===== src/rtl/mips_pkg.sv =====
// mips_pkg: opcode/funct encodings, FSM state type and instruction field decode for the multi-cycle core.
// Latency: n/a (types and pure functions only).
// Backpressure: n/a.
package mips_pkg;

    localparam logic [5:0] OP_RTYPE = 6'd0;
    localparam logic [5:0] OP_J     = 6'd2;
    localparam logic [5:0] OP_BEQ   = 6'd4;
    localparam logic [5:0] OP_BNE   = 6'd5;
    localparam logic [5:0] OP_ADDIU = 6'd9;
    localparam logic [5:0] OP_LW    = 6'd35;
    localparam logic [5:0] OP_SW    = 6'd43;

    localparam logic [5:0] F_JR     = 6'd8;
    localparam logic [5:0] F_ADDU   = 6'd33;
    localparam logic [5:0] F_SLT    = 6'd42;

    typedef enum logic [2:0] {
        S_IDLE,
        S_FETCH,
        S_DECODE,
        S_READ,
        S_EXEC,
        S_MEM,
        S_WB,
        S_DONE
    } cpu_state_t;

    // Decoded instruction fields; rd/funct overlap imm16 by design of the ISA.
    typedef struct packed {
        logic [5:0]  op;
        logic [4:0]  rs;
        logic [4:0]  rt;
        logic [4:0]  rd;
        logic [5:0]  funct;
        logic [15:0] imm16;
    } instr_fields_t;

    function automatic instr_fields_t decode_instr(input logic [31:0] ir);
        instr_fields_t f;
        f.op    = ir[31:26];
        f.rs    = ir[25:21];
        f.rt    = ir[20:16];
        f.rd    = ir[15:11];
        f.funct = ir[5:0];
        f.imm16 = ir[15:0];
        return f;
    endfunction

endpackage


===== src/rtl/mips_regfile.sv =====
// mips_regfile: 32 x DATA_W register file, two async read ports, one sync write port, r0 hardwired to 0.
// Latency: reads combinational, writes visible the cycle after the write edge.
// Backpressure: none; a write is always accepted.
// Ports: clk/rst (sync, active-high clear), raddr_a/rdata_a, raddr_b/rdata_b, we/waddr/wdata.
module mips_regfile #(
    parameter int DATA_W = 8
) (
    input  logic              clk,
    input  logic              rst,
    input  logic [4:0]        raddr_a,
    output logic [DATA_W-1:0] rdata_a,
    input  logic [4:0]        raddr_b,
    output logic [DATA_W-1:0] rdata_b,
    input  logic              we,
    input  logic [4:0]        waddr,
    input  logic [DATA_W-1:0] wdata
);

    logic [DATA_W-1:0] regs [32];

    always_ff @(posedge clk) begin
        if (rst) begin
            for (int i = 0; i < 32; i++) begin
                regs[i] <= '0;
            end
        end else if (we && (waddr != 5'd0)) begin
            regs[waddr] <= wdata;
        end
    end

    assign rdata_a = (raddr_a == 5'd0) ? '0 : regs[raddr_a];
    assign rdata_b = (raddr_b == 5'd0) ? '0 : regs[raddr_b];

endmodule


===== src/rtl/mips_multicycle_core.sv =====
// mips_multicycle_core: MIPS-subset core, FETCH/DECODE/READ/EXEC/MEM/WB per instruction, internal regfile and dmem.
// Latency: 6 cycles per instruction; done/final_result registered on the edge that leaves the halting WB.
// Backpressure: none; start honoured only in IDLE/DONE, dm_we preload only in IDLE, others ignored.
// Ports: clk, rst (sync active-high), start, dm_we/dm_waddr/dm_wdata (preload), imem_addr/imem_rdata (ROM),
//        done, final_result (Registerfile[OUTPUT_REG] at halt), invalid_seen (sticky).
// Build option: define MIPS_SW_STORE_EN to execute op 43 as sw; otherwise op 43 is an invalid opcode.
module mips_multicycle_core
    import mips_pkg::*;
#(
    parameter int DATA_W     = 8,
    parameter int IMEM_AW    = 4,
    parameter int DMEM_DEPTH = 8,
    parameter int PROG_LEN   = 11,
    parameter int OUTPUT_REG = 4
) (
    input  logic                          clk,
    input  logic                          rst,
    input  logic                          start,
    input  logic                          dm_we,
    input  logic [$clog2(DMEM_DEPTH)-1:0] dm_waddr,
    input  logic [DATA_W-1:0]             dm_wdata,
    output logic [IMEM_AW-1:0]            imem_addr,
    input  logic [31:0]                   imem_rdata,
    output logic                          done,
    output logic signed [DATA_W-1:0]      final_result,
    output logic                          invalid_seen
);

    localparam int DM_AW = $clog2(DMEM_DEPTH);

    cpu_state_t        state_q, state_d;
    logic [IMEM_AW-1:0] pc_q, pc_next_q, tgt_q;
    logic [31:0]       ir_q;
    instr_fields_t     dec_q;
    logic [DATA_W-1:0] a_q, b_q, alu_q, mdr_q;
    logic              wr_q, load_q, store_q, halt_q, bad_q;
    logic [4:0]        waddr_q;
    logic              done_q, invalid_q;
    logic [DATA_W-1:0] final_q;

    logic [DATA_W-1:0] dmem [DMEM_DEPTH];

    // Execute-stage combinational results
    logic [DATA_W-1:0]  imm_ext, ea, ex_alu;
    logic [IMEM_AW-1:0] imm_pc, ex_pc;
    logic               ea_bad, ex_wr, ex_load, ex_store, ex_halt, ex_bad;
    logic [4:0]         ex_waddr;

    logic [4:0]        rf_raddr_a;
    logic [DATA_W-1:0] rf_rdata_a, rf_rdata_b, wb_data, final_val;
    logic              rf_we;
    logic [DM_AW-1:0]  dm_idx;

    mips_regfile #(.DATA_W(DATA_W)) u_regfile (
        .clk     (clk),
        .rst     (rst),
        .raddr_a (rf_raddr_a),
        .rdata_a (rf_rdata_a),
        .raddr_b (dec_q.rt),
        .rdata_b (rf_rdata_b),
        .we      (rf_we),
        .waddr   (waddr_q),
        .wdata   (wb_data)
    );

    // Port A is idle during WB (operands already latched), so it doubles as the halt-time result read.
    assign rf_raddr_a = (state_q == S_WB) ? 5'(OUTPUT_REG) : dec_q.rs;
    assign rf_we      = (state_q == S_WB) && wr_q;
    assign wb_data    = load_q ? mdr_q : alu_q;
    // Forward the same-edge write so a final instruction targeting OUTPUT_REG is captured.
    assign final_val  = (rf_we && (waddr_q == 5'(OUTPUT_REG)) && (waddr_q != 5'd0)) ? wb_data : rf_rdata_a;

    assign imm_ext = DATA_W'($signed(dec_q.imm16));
    assign imm_pc  = IMEM_AW'($signed(dec_q.imm16));
    assign ea      = a_q + imm_ext;
    assign ea_bad  = 64'(ea) >= 64'(DMEM_DEPTH);
    assign dm_idx  = DM_AW'(alu_q);

    always_comb begin
        state_d = state_q;
        case (state_q)
            S_IDLE:   if (start) state_d = S_FETCH;
            S_FETCH:  state_d = S_DECODE;
            S_DECODE: state_d = S_READ;
            S_READ:   state_d = S_EXEC;
            S_EXEC:   state_d = S_MEM;
            S_MEM:    state_d = S_WB;
            S_WB:     state_d = (halt_q || (int'(pc_next_q) >= PROG_LEN)) ? S_DONE : S_FETCH;
            S_DONE:   if (start) state_d = S_FETCH;
            default:  state_d = S_IDLE;
        endcase
    end

    always_comb begin
        ex_alu   = '0;
        ex_pc    = pc_q + IMEM_AW'(1);
        ex_wr    = 1'b0;
        ex_waddr = dec_q.rd;
        ex_load  = 1'b0;
        ex_store = 1'b0;
        ex_halt  = 1'b0;
        ex_bad   = 1'b0;
        case (dec_q.op)
            OP_RTYPE: begin
                case (dec_q.funct)
                    F_ADDU: begin
                        ex_alu = a_q + b_q;
                        ex_wr  = 1'b1;
                    end
                    F_SLT: begin
                        ex_alu = ($signed(a_q) < $signed(b_q)) ? DATA_W'(1) : '0;
                        ex_wr  = 1'b1;
                    end
                    F_JR:    ex_halt = 1'b1;
                    default: ex_bad  = 1'b1;
                endcase
            end
            OP_ADDIU: begin
                ex_alu   = a_q + imm_ext;
                ex_wr    = 1'b1;
                ex_waddr = dec_q.rt;
            end
            OP_BEQ: if (a_q == b_q) ex_pc = pc_q + imm_pc;
            OP_BNE: if (a_q != b_q) ex_pc = pc_q + imm_pc;
            OP_J:   ex_pc = tgt_q;
            OP_LW: begin
                ex_alu   = ea;
                ex_waddr = dec_q.rt;
                if (ea_bad) begin
                    ex_bad = 1'b1;
                end else begin
                    ex_wr   = 1'b1;
                    ex_load = 1'b1;
                end
            end
            OP_SW: begin
`ifdef MIPS_SW_STORE_EN
                ex_alu = ea;
                if (ea_bad) ex_bad = 1'b1;
                else        ex_store = 1'b1;
`else
                ex_bad = 1'b1;
`endif
            end
            default: ex_bad = 1'b1;
        endcase
    end

    always_ff @(posedge clk) begin
        if (rst) begin
            state_q   <= S_IDLE;
            pc_q      <= '0;
            pc_next_q <= '0;
            tgt_q     <= '0;
            ir_q      <= '0;
            dec_q     <= '0;
            a_q       <= '0;
            b_q       <= '0;
            alu_q     <= '0;
            mdr_q     <= '0;
            wr_q      <= 1'b0;
            waddr_q   <= '0;
            load_q    <= 1'b0;
            store_q   <= 1'b0;
            halt_q    <= 1'b0;
            bad_q     <= 1'b0;
            done_q    <= 1'b0;
            final_q   <= '0;
            invalid_q <= 1'b0;
        end else begin
            state_q <= state_d;
            case (state_q)
                S_IDLE, S_DONE: begin
                    if (start) begin
                        pc_q   <= '0;
                        done_q <= 1'b0;
                    end
                end
                S_FETCH: ir_q <= imem_rdata;
                S_DECODE: begin
                    dec_q <= decode_instr(ir_q);
                    tgt_q <= ir_q[IMEM_AW-1:0];
                end
                S_READ: begin
                    a_q <= rf_rdata_a;
                    b_q <= rf_rdata_b;
                end
                S_EXEC: begin
                    alu_q     <= ex_alu;
                    pc_next_q <= ex_pc;
                    wr_q      <= ex_wr;
                    waddr_q   <= ex_waddr;
                    load_q    <= ex_load;
                    store_q   <= ex_store;
                    halt_q    <= ex_halt;
                    bad_q     <= ex_bad;
                end
                S_MEM: if (load_q) mdr_q <= dmem[dm_idx];
                S_WB: begin
                    pc_q <= pc_next_q;
                    if (bad_q) invalid_q <= 1'b1;
                    if (state_d == S_DONE) begin
                        done_q  <= 1'b1;
                        final_q <= final_val;
                    end
                end
                default: ;
            endcase
        end
    end

    always_ff @(posedge clk) begin
        if (rst) begin
            for (int i = 0; i < DMEM_DEPTH; i++) begin
                dmem[i] <= '0;
            end
        end else if ((state_q == S_IDLE) && dm_we) begin
            dmem[dm_waddr] <= dm_wdata;
        end else if ((state_q == S_MEM) && store_q) begin
            dmem[dm_idx] <= b_q;
        end
    end

    assign imem_addr    = pc_q;
    assign done         = done_q;
    assign final_result = final_q;
    assign invalid_seen = invalid_q;

endmodule


===== config.mk =====
export PLATFORM = sky130hd
export DESIGN_NAME = mips_multicycle_core
export DESIGN_NICKNAME = d
export VERILOG_FILES = /design/src/rtl/mips_pkg.sv /design/src/rtl/mips_regfile.sv /design/src/rtl/mips_multicycle_core.sv
export SDC_FILE = /design/constraint.sdc
export NUM_CORES = 1
export LEC_CHECK = 0
export BUFFER_PORTS_ARGS = -buffer_cell sky130_fd_sc_hd__buf_2
export CAP_MARGIN = 20
export CELL_PAD_IN_SITES_DETAIL_PLACEMENT = 0
export CELL_PAD_IN_SITES_GLOBAL_PLACEMENT = 1
export CORE_MARGIN = 2
export CORE_UTILIZATION = 55
export CTS_CLUSTER_SIZE = 14
export DETAILED_ROUTE_END_ITERATION = 8
export HOLD_SLACK_MARGIN = 0.15
export PLACE_DENSITY = 0.94
export SETUP_SLACK_MARGIN = 0.2
export SLEW_MARGIN = 10
export SYNTH_ARGS = -nofsm -noshare
export SYNTH_HDL_FRONTEND = slang
export SYNTH_SLANG_ARGS = --single-unit

===== constraint.sdc =====
create_clock -name clk -period 4.13 [get_ports clk]
set_input_delay 0.6195 -clock clk [delete_from_list [all_inputs] [get_ports clk]]
set_output_delay 0.6195 -clock clk [all_outputs]
set_load 0.1 [all_outputs]

* After elaboration in Yosys (flattened, before gate mapping)
Memory sizes are Yosys's and may differ from the RTL's. A register that Yosys moved wholly into a read port is not among the register bits.
Index checks and enable logic that the tools add are counted.
** Storage, ports and cells
- Memories kept :: 2
- Logic and storage cells :: 121
- Output and inout bits :: 14
- Input port bits :: 47
- Bits in registers :: 125
- Bits in writable memories :: 320
** Cells by class
- Magnitude comparators :: 3
- Add/subtract/negate cells :: 4
- Reduce and logical (&&, ||, !) cells :: 24
- Equal/unequal tests :: 21
- Mux-type cells :: 45
** Memories
- u_regfile.regs :: words 32, width 8, read ports 2, clocked after Yosys merged registers in 1, wr ports 32, RTL line mips_regfile.sv:19 : logic [DATA_W-1:0] regs [32];
- dmem :: words 8, width 8, read ports 1, clocked after Yosys merged registers in 1, wr ports 8, RTL line mips_multicycle_core.sv:41 : logic [DATA_W-1:0] dmem [DMEM_DEPTH];
** Operators by type and width (number)
- $mux W8 :: 6
- $pmux W8 S2 :: 2
- $mux W5 :: 5
- $pmux W3 S7 :: 1
- $mux W1 :: 20
- $eq A6 B6 Y1 const B :: 3
- $add A8 B8 Y8 :: 2
- $reduce_or A8 Y1 :: 2
- $eq A3 B3 Y1 const B :: 5
- $eq A6 B3 Y1 const B :: 2
- $eq A6 B4 Y1 const B :: 2
- $mux W4 :: 3
- $pmux W4 S3 :: 1
- $logic_not A5 Y1 :: 2
- $mux W3 :: 3
- $eq A8 B8 Y1 :: 1
- $ge A8 B4 Y1 const B :: 1
- $lt A8 B8 Y1 :: 1
- $ne A8 B8 Y1 :: 1
- $pmux W4 S2 :: 1
- $reduce_and A2 Y1 :: 4
- $eq A3 B2 Y1 const B :: 2
- $eq A6 B2 Y1 const B :: 1
- $logic_not A6 Y1 :: 1
- other kinds (17) :: 25

* Depth between registers and ports, before layout
- Depth in word-level cells :: 8
- Depth in mapped cells :: 10
- Mapped depth without buffers :: 9

* Modules after synthesis
A second synthesis with hierarchy kept.
** Unflattened totals
- Cell total of the unflattened synthesis :: 1859
- Area total of the unflattened synthesis :: 22821.9 um2
** Modules (own cells, without submodules)
- mips_regfile :: times used 1, area each 14151.1 um2, cells an instance 959, sequential area each 7687.4 um2
- mips_multicycle_core :: times used 1, area each 8670.8 um2, cells an instance 900, sequential area each 4324.1 um2

* Worst setup path before layout
No wires, ideal clock.
- Path type :: register -> register
- From :: register pc_q[1], in the netlist imem_addr[1]
- To :: register pc_next_q[3]
- Library setup time :: 88 ps
- Data arrival time :: 2275 ps
- Stages on the path, launching flop included :: 8
- Buffers on the path :: 0
- Clock period less this slack :: 2363 ps
- Path slack :: 1767 ps
- Cell sequence :: dfxtp_1 ha_1 a21o_1 a21oi_1 xor2_1 a21o_1 nand2_1 a311oi_2
** Between the ends
- Longest elaborated chain between the ends :: 3
- Elaborated cells on any way between the ends :: 5
- Classes of those cells :: add/sub: 2; mux: 3
** RTL lines
- start, declared :: RTL line mips_multicycle_core.sv:32 : logic [IMEM_AW-1:0] pc_q, pc_next_q, tgt_q;
- start signal, assigned :: RTL line mips_multicycle_core.sv:200 : pc_q <= pc_next_q;
- $add A4 B1 Y4 / $add A4 B4 Y4 (equally long branches) :: RTL line mips_multicycle_core.sv:96, mips_multicycle_core.sv:123, mips_multicycle_core.sv:124
- $mux W4 (on tied branches) :: RTL line mips_multicycle_core.sv:124, mips_multicycle_core.sv:123
- $pmux W4 S3 (*) :: RTL line mips_multicycle_core.sv:103 : case (dec_q.op)
- end signal, assigned :: RTL line mips_multicycle_core.sv:190 : pc_next_q <= ex_pc;
- end, declared :: RTL line mips_multicycle_core.sv:32
Mark *: on every way between the ends. The rest lies on a longest branch, timed or not.
A chain may end at the register's enable or synchronous reset.

* Worst setup path after layout
- From :: register state_q[1]
- To :: register final_q[3], in the netlist final_result[3]
** Between the ends
- Longest elaborated chain between the ends :: 5
- Elaborated cells on any way between the ends :: 21
- Classes of those cells :: eq/ne: 8; mux: 5; reduce/logical: 7; memory: 1
** RTL lines
- start, declared :: RTL line mips_multicycle_core.sv:31 : cpu_state_t state_q, state_d;
- start signal, assigned :: RTL line mips_multicycle_core.sv:171 : state_q <= state_d;
- $eq A3 B3 Y1 (tied with other cells)
- $mux W5 (tied with other cells) :: RTL line mips_multicycle_core.sv:67 : assign rf_raddr_a = (state_q == S_WB) ? 5'(OUTPUT_REG) : dec_q.rs;
- $mem_v2 Z32 W8 (tied with other cells)
- $mux W8 (tied with other cells) :: RTL line mips_regfile.sv:31 : assign rdata_a = (raddr_a == 5'd0) ? '0 : regs[raddr_a];
- $mux W8 / $reduce_and A2 Y1 (equally long branches)
- end signal, assigned :: RTL line mips_multicycle_core.sv:204 : final_q <= final_val;
- end, declared :: RTL line mips_multicycle_core.sv:39 : logic [DATA_W-1:0] final_q;
Several ways; a longest one is shown, not always the timed one.

==> results_tabular.tex <==
\begin{tabular}{lr}
\hline
Metric & Value \\
\hline
\multicolumn{2}{l}{\textbf{Route}} \\
\quad Detailed-router iteration count before antenna repair & 6 \\
\quad Residual DRC & 0 \\
\quad Average detailed-routed wire length per instance & 23.7 microns \\
\quad Post-detailed-routing wire length & 62000 microns \\
\quad Avg Vias per Cell & 6.47 \\
\quad Vias post-DR & 17000 \\
\quad Number of design-rule violations left by the first detailed-router iteration & 2465 \\
\quad Number of nets with antenna violations after detailed routing & 0 \\
\multicolumn{2}{l}{\textbf{STA}} \\
\quad Count of final setup violators & 0 \\
\quad F\_max & 0.303 GHz \\
\quad RSZ-0062 raised after global routing & no \\
\quad Actual slew at the worst max-slew pin & 1.09 ns \\
\quad Period utilization & 0.798 \\
\quad Total negative setup slack & 0 ns \\
\quad Number of endpoints with negative hold slack in the final report & 0 \\
\quad Post-layout min period & 3.30 ns \\
\quad Number of slew-limit violations in the final report & 0 \\
\quad Final setup skew & 0.0243 ns \\
\quad Max-slew headroom at the worst pin & 0.274 \\
\multicolumn{2}{l}{\textbf{Die}} \\
\quad Area enclosed by the die boundary & 42700 sq um \\
\quad Top-Level Pins & 61 \\
\quad Core area & 40600 sq um \\
\quad Site Rows & 74 \\
\quad Die height & 207 microns \\
\quad Die width & 207 microns \\
\quad Initial core utilization & 0.555 \\
\multicolumn{2}{l}{\textbf{Worst setup path}} \\
\quad Startpoint of the worst register-to-register path & state\_q[1] \\
\quad Worst EP required & 4.57 ns \\
\quad Maximum net fanout on the critical path & 38 \\
\quad CP Capture Type & flop \\
\quad Worst-path cell with the longest stage delay & sky130\_fd\_sc\_hd\_\_and3b\_2 \\
\quad Worst Path Arrival & 3.73 ns \\
\quad CP max stage delay & 0.68 ns \\
\quad Cell Chain, Critical Path & and3b\_2 > buf\_4 > a2111oi\_0 > or3\_1 > a22oi\_1 > a211oi\_1 \\
\quad Category of the most critical setup path & reg2reg \\
\quad Startpoint Class & flop \\
\quad Path depth of the worst reg2reg path & 6 \\
\quad Worst reg2reg endpoint & final\_result[3] \\
\quad Setup slack, reg-to-reg & 0.83 ns \\
\multicolumn{2}{l}{\textbf{Synth}} \\
\quad Largest area contributor in the synthesized netlist & sky130\_fd\_sc\_hd\_\_edfxtp\_1 \\
\quad Total of flip-flops plus latches after synthesis & 445 \\
\quad Warning count from the yosys run & 0 \\
\quad Biggest area contributors in the synthesized netlist & sky130\_fd\_sc\_hd\_\_edfxtp\_1, sky130\_fd\_sc\_hd\_\_dfxtp\_1, sky130\_fd\_sc\_hd\_\_mux4\_2 \\
\quad Share of the synthesized area in the top cell type & 0.426 \\
\quad Post-Synthesis Cell Area & 22600 sq um \\
\quad Most common cell in the netlist & sky130\_fd\_sc\_hd\_\_nor2\_1 \\
\quad List of most frequent post-synthesis cells & sky130\_fd\_sc\_hd\_\_nor2\_1, sky130\_fd\_sc\_hd\_\_edfxtp\_1, sky130\_fd\_sc\_hd\_\_nand2\_1 \\
\quad Post-synthesis area per instance & 11.0 sq um \\
\quad Count of flip-flops with a built-in enable after synthesis & 320 \\
\quad Post-synthesis cell count & 2046 \\
\quad Netlist cell types & 73 \\
\quad Primary flip-flop cell chosen by synthesis mapping & sky130\_fd\_sc\_hd\_\_edfxtp\_1 \\
\quad Sequential share of the synthesized area & 0.537 \\
\quad Async S/R FF share, synth & 0 \\
\multicolumn{2}{l}{\textbf{Finish}} \\
\quad Fraction of final layout cells sized beyond drive strength 1 & 0.148 \\
\quad Final-stage net count & 2129 \\
\quad Layout Utilization & 0.610 \\
\quad Growth of design area from synthesis to finish & 9.87\% \\
\multicolumn{2}{l}{\textbf{Global route}} \\
\quad Grt ovf & 0 \\
\quad Overall Global Routing Usage & 0.294 \\
\quad Via count of the first global-routing pass & 16000 \\
\quad Largest net degree at the start of global routing & 76 \\
\quad Initial antenna violation count & 3 \\
\quad Wire length of the first global-routing pass & 94800 microns \\
\multicolumn{2}{l}{\textbf{Power and ir drop}} \\
\quad Gate power share & 0.076 \\
\quad Sequential share of power & 0.518 \\
\quad Maximum vdd ir drop & 444 uV \\
\quad Power Dens Cells & 395 nW/um\^{}2 \\
\quad Switching part of the total & 0.241 \\
\quad Relative contribution of the clock network to total power & 0.406 \\
\quad Total power of the final layout & 9790 uW \\
\quad Internal power & 7430 uW \\
\quad Reported leakage power & 0.00830 uW \\
\quad Switching power total & 2360 uW \\
\multicolumn{2}{l}{\textbf{Placement}} \\
\quad Placed wire-length estimate after detailed placement & 42500 microns \\
\quad Port Buffers & 57 \\
\quad Routability cong. & 0.957 \\
\multicolumn{2}{l}{\textbf{Min path}} \\
\quad Class of the most critical hold timing path & in2reg \\
\quad Capture endpoint of the worst hold path & ir\_q[18] \\
\quad Hold Startpoint & imem\_rdata[18] \\
\quad Cell depth of the worst min-delay path & 3 \\
\multicolumn{2}{l}{\textbf{Clocking}} \\
\quad Clock tree buffer depth & 3 \\
\quad Clock network latency to the later pin of the worst-skew pair & 0.60 ns \\
\quad CTS tree & yes \\
\quad Number of buffers added by the clock tree synthesis step & 46 \\
\quad Number of sinks handled by clock tree synthesis & 445 \\
\quad Total setup buffers inserted after CTS & 0 \\
\quad Cells resized by post-CTS repair & 0 \\
\quad CTS Root Cell & sky130\_fd\_sc\_hd\_\_clkbuf\_16 \\
\quad Hold bufs inserted after CTS & 0 \\
\quad CTS clock-pin slew for the worst setup and hold paths & 0.06 ns \\
\quad Maximum level of the CTS H-tree & 2 \\
\multicolumn{2}{l}{\textbf{Run}} \\
\quad Max capacitance violation total & 0 \\
\multicolumn{2}{l}{\textbf{Status}} \\
\quad Status & complete, no violations \\
\hline
\end{tabular}
## cell type report
type | count | area (sq um)
diodes | 1 | 2.50
clock buffers | 64 | 1280
clock inverters | 19 | 163
fillers | 3102 | 15900
inverters | 51 | 191
multi-input cells | 1408 | 9740
flip-flops and latches | 445 | 12100
well taps | 532 | 666
repair buffers | 101 | 618
## registers in the layout, summed over array words and instances (netlist names), 8 cells and up, named ones only
| register | count |
|---|---|
| a_q | 8 |
| alu_q | 8 |
| b_q | 8 |
| dec_q | 26 |
| dmem | 64 |
| final_result | 8 |
| ir_q | 29 |
| mdr_q | 8 |
| u_regfile.regs | 256 |
## logic make-up (layout without fill, tap and decap cells)
| family | count (synthesis) | count (layout) | share of synthesized area |
|---|---|---|---|
| other | 1 | 9 | 0.000166 |
| DFF | 445 | 445 | 0.537 |
| AOI/OAI and AO/OA | 384 | 384 | 0.110 |
| adders and majority gates | 29 | 29 | 0.0171 |
| xor gates and xnor gates | 14 | 14 | 0.00543 |
| buffers and inverters | 200 | 235 | 0.0374 |
| muxes | 172 | 172 | 0.133 |
| and+or+nand+nor | 801 | 801 | 0.160 |
## critical path: cells and delay by family (launching register included)
kind | cells | cell delay (ns)
buffers and inverters | 1 | 0.52
DFF | 1 | 0.61
AOI/OAI and AO/OA | 3 | 0.79
and+or+nand+nor | 2 | 1.18
## cell usage in the layout, fill, tap and decap left out, types with 46 or more instances in the layout
| master | n |
|---|---|
| sky130_fd_sc_hd__nand2_1 | 222 |
| sky130_fd_sc_hd__edfxtp_1 | 320 |
| sky130_fd_sc_hd__a21oi_1 | 118 |
| sky130_fd_sc_hd__mux4_2 | 87 |
| sky130_fd_sc_hd__clkbuf_16 | 46 |
| sky130_fd_sc_hd__a211oi_1 | 53 |
| sky130_fd_sc_hd__nor2_1 | 330 |
| sky130_fd_sc_hd__buf_2 | 56 |
| sky130_fd_sc_hd__dfxtp_1 | 121 |
| sky130_fd_sc_hd__nand3_1 | 46 |
| sky130_fd_sc_hd__inv_1 | 51 |
| sky130_fd_sc_hd__and2_1 | 72 |
| sky130_fd_sc_hd__o21ai_0 | 59 |
## worst max path at each step
stage	to	slack, ns	startpoint
6_report	final_result[3]	0.83	state_q[1]
4_1_cts	final_result[3]	0.94	state_q[1]
5_1_grt	final_result[3]	0.82	dec_q[32]
3_5_place_dp	final_result[3]	1.0	state_q[1]
3_3_place_gp	final_result[3]	1.04	state_q[1]
2_1_floorplan	pc_next_q[3]	1.77	imem_addr[1]
## layer usage
| layer | track usage | vias up | wire length (microns) |
|---|---|---|---|
| met5 | 0 | - | 13 |
| met4 | 0.109 | 2 | 2380 |
| met3 | 0.0697 | 148 | 7340 |
| met2 | 0.463 | 1016 | 28600 |
| met1 | 0.401 | 8231 | 23700 |
| li1 | - | 7557 | - |
## power by group through the flow
stage | clock (uW) | sequential [uW] | combinational [uW]
floorplan | 0 | 5080 | 497
global placement | 0 | 5150 | 702
detailed placement | 0 | 5160 | 720
CTS | 4010 | 5070 | 725
global route | 4190 | 5090 | 788
finish | 3980 | 5070 | 740
## stage by stage
step                      hold WS (ns)  setup slack, ns  area (sq um)  cells
after global routing             0.248            0.820         24800   2620
after floorplan                  0.432             1.77         22600   2053
after CTS                        0.224            0.944         24800   2619
after detailed placement         0.444            0.996         23300   2536
after global placement           0.444             1.04         23300   2536
final                            0.247            0.834         24800   2621
(Power assumes the default switching activity.)
